### src/rtl/cia_eclk_pkg.sv
// Shared types and constants for the E-clock-synchronous CIA bus arbiter.
package cia_eclk_pkg;

    typedef enum logic [1:0] {
        IDLE   = 2'd0,
        ACCESS = 2'd1,
        ACK    = 2'd2
    } state_t;

    localparam int ECLK_GRANT_SLOT = 3;
    localparam int ECLK_LATCH_SLOT = 9;

    localparam int PORT_CPU  = 0;
    localparam int PORT_HOST = 1;

endpackage

### src/rtl/eclk_rr_arb2.sv
// Two-request round-robin picker; the winner index is remembered on each grant strobe.
module eclk_rr_arb2 (
    input  logic       clk,
    input  logic       rst_n,
    input  logic [1:0] req,
    input  logic       update,
    output logic       grant_idx,
    output logic       grant_any
);

    // last = most recent winner; reset value 1 hands first priority to port 0
    logic last;

    always_ff @(posedge clk) begin
        if (!rst_n) begin
            last <= 1'b1;
        end else if (update && grant_any) begin
            last <= grant_idx;
        end
    end

    always_comb begin
        grant_any = |req;
        grant_idx = 1'b0;
        case (req)
            2'b01:   grant_idx = 1'b0;
            2'b10:   grant_idx = 1'b1;
            2'b11:   grant_idx = ~last;
            default: grant_idx = 1'b0;
        endcase
    end

endmodule

### src/rtl/cia_eclk_arbiter.sv
// Shares the CIA register bus between the CPU bridge and the host I/O port,
// one access per E period, granted at E count 3 and completed at E count 9.
module cia_eclk_arbiter
    import cia_eclk_pkg::*;
#(
    parameter int AW = 4,
    parameter int DW = 8
) (
    input  logic            clk_28,
    input  logic            rst_n,
    input  logic            clk7_en,
    input  logic [9:0]      eclk,
    input  logic [1:0]      req_valid,
    input  logic [1:0]      req_we,
    input  logic [2*AW-1:0] req_addr,
    input  logic [2*DW-1:0] req_wdata,
    output logic [1:0]      req_ack,
    output logic [DW-1:0]   req_rdata,
    output logic            cia_vma,
    output logic            cia_we,
    output logic [AW-1:0]   cia_addr,
    output logic [DW-1:0]   cia_wdata,
    input  logic [DW-1:0]   cia_rdata
);

    localparam logic [9:0] GRANT_MASK = 10'(1) << ECLK_GRANT_SLOT;
    localparam logic [9:0] LATCH_MASK = 10'(1) << ECLK_LATCH_SLOT;

    // Whole-vector compare: a slot fires only on a clean one-hot phase code.
    logic slot_grant;
    logic slot_latch;
    assign slot_grant = clk7_en && (eclk == GRANT_MASK);
    assign slot_latch = clk7_en && (eclk == LATCH_MASK);

    state_t state;
    state_t state_nx;
    logic   grant;
    logic   grant_idx;
    logic   grant_any;
    logic   owner;

    eclk_rr_arb2 u_arb (
        .clk       (clk_28),
        .rst_n     (rst_n),
        .req       (req_valid),
        .update    (grant),
        .grant_idx (grant_idx),
        .grant_any (grant_any)
    );

    always_comb begin
        state_nx = state;
        grant    = 1'b0;
        case (state)
            IDLE: begin
                if (slot_grant && grant_any) begin
                    state_nx = ACCESS;
                    grant    = 1'b1;
                end
            end
            ACCESS: begin
                if (slot_latch) begin
                    state_nx = ACK;
                end
            end
            ACK:     state_nx = IDLE;
            default: state_nx = IDLE;
        endcase
    end

    always_ff @(posedge clk_28) begin
        if (!rst_n) begin
            state     <= IDLE;
            owner     <= 1'b0;
            cia_vma   <= 1'b0;
            cia_we    <= 1'b0;
            cia_addr  <= '0;
            cia_wdata <= '0;
            req_ack   <= '0;
            req_rdata <= '0;
        end else begin
            state   <= state_nx;
            cia_vma <= (state_nx == ACCESS);
            req_ack <= (state_nx == ACK) ? {owner, ~owner} : 2'b00;
            if (grant) begin
                owner     <= grant_idx;
                cia_we    <= grant_idx ? req_we[1] : req_we[0];
                cia_addr  <= grant_idx ? req_addr[2*AW-1:AW] : req_addr[AW-1:0];
                cia_wdata <= grant_idx ? req_wdata[2*DW-1:DW] : req_wdata[DW-1:0];
            end
            if (state == ACCESS && slot_latch && !cia_we) begin
                req_rdata <= cia_rdata;
            end
        end
    end

endmodule

### config.mk
export PLATFORM = sky130hd
export DESIGN_NAME = cia_eclk_arbiter
export DESIGN_NICKNAME = d
export VERILOG_FILES = /design/src/rtl/cia_eclk_pkg.sv /design/src/rtl/eclk_rr_arb2.sv /design/src/rtl/cia_eclk_arbiter.sv
export SDC_FILE = /design/constraint.sdc
export NUM_CORES = 1
export LEC_CHECK = 0
export BUFFER_PORTS_ARGS = -buffer_cell sky130_fd_sc_hd__buf_4
export CAP_MARGIN = 10
export CORE_MARGIN = 2
export CORE_UTILIZATION = 30
export DETAILED_ROUTE_END_ITERATION = 8
export PLACE_DENSITY_LB_ADDON = 0.15
export SLEW_MARGIN = 20
export SYNTH_ARGS = -nofsm -noshare
export SYNTH_HDL_FRONTEND = slang
export SYNTH_SLANG_ARGS = --single-unit
### constraint.sdc
create_clock -name clk_28 -period 1.4 [get_ports clk_28]
set_input_delay 0 -clock clk_28 [delete_from_list [all_inputs] [get_ports clk_28]]
set_output_delay 0 -clock clk_28 [all_outputs]
set_load 0.1 [all_outputs]
==> metrics.cfg <==
[status]
outcome=finished with violations
violations=setup timing

[setup_path]
worstSetupStartpointType=register
cp.buffers_inverters=1
cpMaxStageDelayCell=dfxtp_2
crit_chain=and4b_2 > and4bb_2 > buf_12 > mux2i_1 > nor2_1
worstSetupPathType=register to register
cp_slowest_stage_delay_ns=0.37
cp.arrival_ns=1.57
cp.required_ns=1.57
cp-end-kind=register
cp_max_fo=8
crit_family=simple AND/OR/NAND/NOR gates

[cells_and_area]
post_route_cells_drive_above_1_share=0.5297
postLayoutCellArea_um2=2088
area_growth_pct=66.23
final_common_cell=buf_4
finalNonFillerCells=252
nets=252
antennaDiodeCount=0
final_cell_mix=78 x buf_4, 26 x dfxtp_1, 21 x mux2i_1

[clock_network]
clk_pin_slew_ns=0.10
cts_buffers=3
cts_tree=built
cts_root_buf=clkbuf_8
cts.sinks=28
clk_latency_ns=0.27
h-tree-depth=1
clock_path_buffers=2

[route]
wl_per_cell_um=13.49
ant_nets=0
drc=0
dr.pass1.iters=4
via_per_inst=4.786
wirelength_um=3400
drt_iter0_markers=37
vias=1206

[place]
portBuffers=72
dp_hpwl_um=2557
place_congestion=0.6678
dp_cells=238
placed_area_um2=1922

[synthesis]
synthSimpleGateAreaFrac=0.1295
synth.cell_area_um2=1256
synth_xor_area_frac=0
ys_top_cells_by_area=dfxtp_1 45%, mux2i_1 17%, a211oi_2 11%, a21oi_1 5.6%, nor2_1 3.3%
synth_area_per_cell_um2=10.92
synth.distinct_cells=28
netlist.area_leader.share=0.4462
yosys_warnings=0
postSynthCellCount=115
synth_fa_ha_area_frac=0
synthMuxAreaShare=0.1673
ys_ff_latch=28
synth_compound_area_frac=0.2161
synth_area_leader_cell=dfxtp_1
synth_top_family_by_area=compound AO/OA/AOI/OAI gates
synthesis.nets=164
synth-seq-area-share=0.4462

[timing]
whs_ns=0.08626
fmax_mhz=713.9
layout_worst_path_cycle_share=1.001
fin_tns_setup_ns=-0.0008488
worst_pin_slew_ns=0.5327
maxSlewHeadroom=0.6445
hold_viol=0
rsz0062_at_grt=yes
fin_ws_ns=-0.0008488
post-route-min-period_ns=1.401
fin_skew_ns=0.01024
setup_viol=1
slew_violations=0

[global_route]
grt_max_degree=17
grtUsageTotal=0.1429
grt_pass1_vias=1171
overflow=0
grt_pass1_wl_um=5057
antenna_found_initial=0

[power]
leakage_nw=0.8725
peakVddDrop_v=0.0009093
powerDensity_nw_per_um2=750.0

[die]
start_util=0.3118
coreArea_um2=4029
rows=23
die_h_um=68.71
die_area_um2=4721
io_pins=73
die_w_um=68.71

[min_path]
worstHoldPathType=input port to register

[job]
maxCapViolations=0

-- final timing paths --
kind,end,from,slack (ns),depth (start not counted)
max,req_rdata[0],state[0],-0.0008,5
min,cia_addr[2],req_addr[2],0.09,3
max reg2reg,req_rdata[0],state[0],-0.0008,5
min reg2reg,req_ack[0],owner,0.46,1
-- layer usage --
| metal | GRT usage | wire length (um) | vias to the layer above |
|---|---|---|---|
| met3 | 0.04383 | 218 | 2 |
| met5 | 0 | 0 | - |
| li1 | - | - | 601 |
| met4 | 0.02941 | 21 | 0 |
| met1 | 0.1515 | 1361 | 564 |
| met2 | 0.2752 | 1798 | 39 |
-- metrics by stage --
stage | util | setup WS [ns] | power (mW)
after detailed placement | 0.4770 | -0.1278 | 1.009
after global routing | 0.5183 | -0.05024 | 1.638
after floorplan | - | 0.003588 | 0.8773
after global placement | 0.4770 | -0.1051 | 1.004
after CTS | 0.5158 | 0.002236 | 1.587
final | 0.5183 | -0.0008488 | 1.566
-- area by class of cell --
type                            instances  area (um^2)
Multi-Input combinational cell         79        654.4
Tap cell                               50        62.56
Fill cell                             375         1941
Inverter                                1        3.754
Clock buffer                            4        66.31
Sequential cell                        28        565.5
Timing Repair Buffer                   90        735.7
-- worst reg2reg max path: stages (launching register included) --
cell,delay (ns)
dfxtp_2,0.37
and4b_2,0.26
and4bb_2,0.26
buf_12,0.14
mux2i_1,0.20
nor2_1,0.05
-- state kept, by name, indices dropped and copies added (netlist names) --
register,flops
cia_addr,4
req_rdata,8
u_arb.last,1
cia_we,1
req_ack,2
state,2
cia_vma,1
owner,1
cia_wdata,8
-- what timing repair did --
item,in CTS,in global routing
gates resized for setup,0,2
pin swaps,1,1
endpoints found under the setup margin,1,18
endpoints found under the hold margin,9,0
hold buffers,9,0
setup buffers,0,1
-- synth_stat cells, drive strengths merged --
cell type / number
nor2b: 1
mux2i: 21
clkbuf: 2
a21boi: 2
o21a: 1
a2111oi: 2
nor2: 12
nor3: 2
and2: 2
a21oi: 14
or4: 2
and3: 1
and4b: 2
a211oi: 13
nand2: 1
nand3b: 1
a211o: 1
dfxtp: 28
buf: 5
and4bb: 1
inv: 1
-- logic make-up after synthesis --
| group | after synthesis |
|---|---|
| compound gates | 33 |
| flops | 28 |
| simple gates | 25 |
| mux | 21 |
| buf+inv | 8 |
-- power by group --
part | switching, mW | internal [mW]
logic | 0.0759 | 0.139
clock network | 0.246 | 0.311
registers | 0.000150 | 0.794
total | 0.322 | 1.24
No activity file was read; power rests on OpenSTA's default activity.
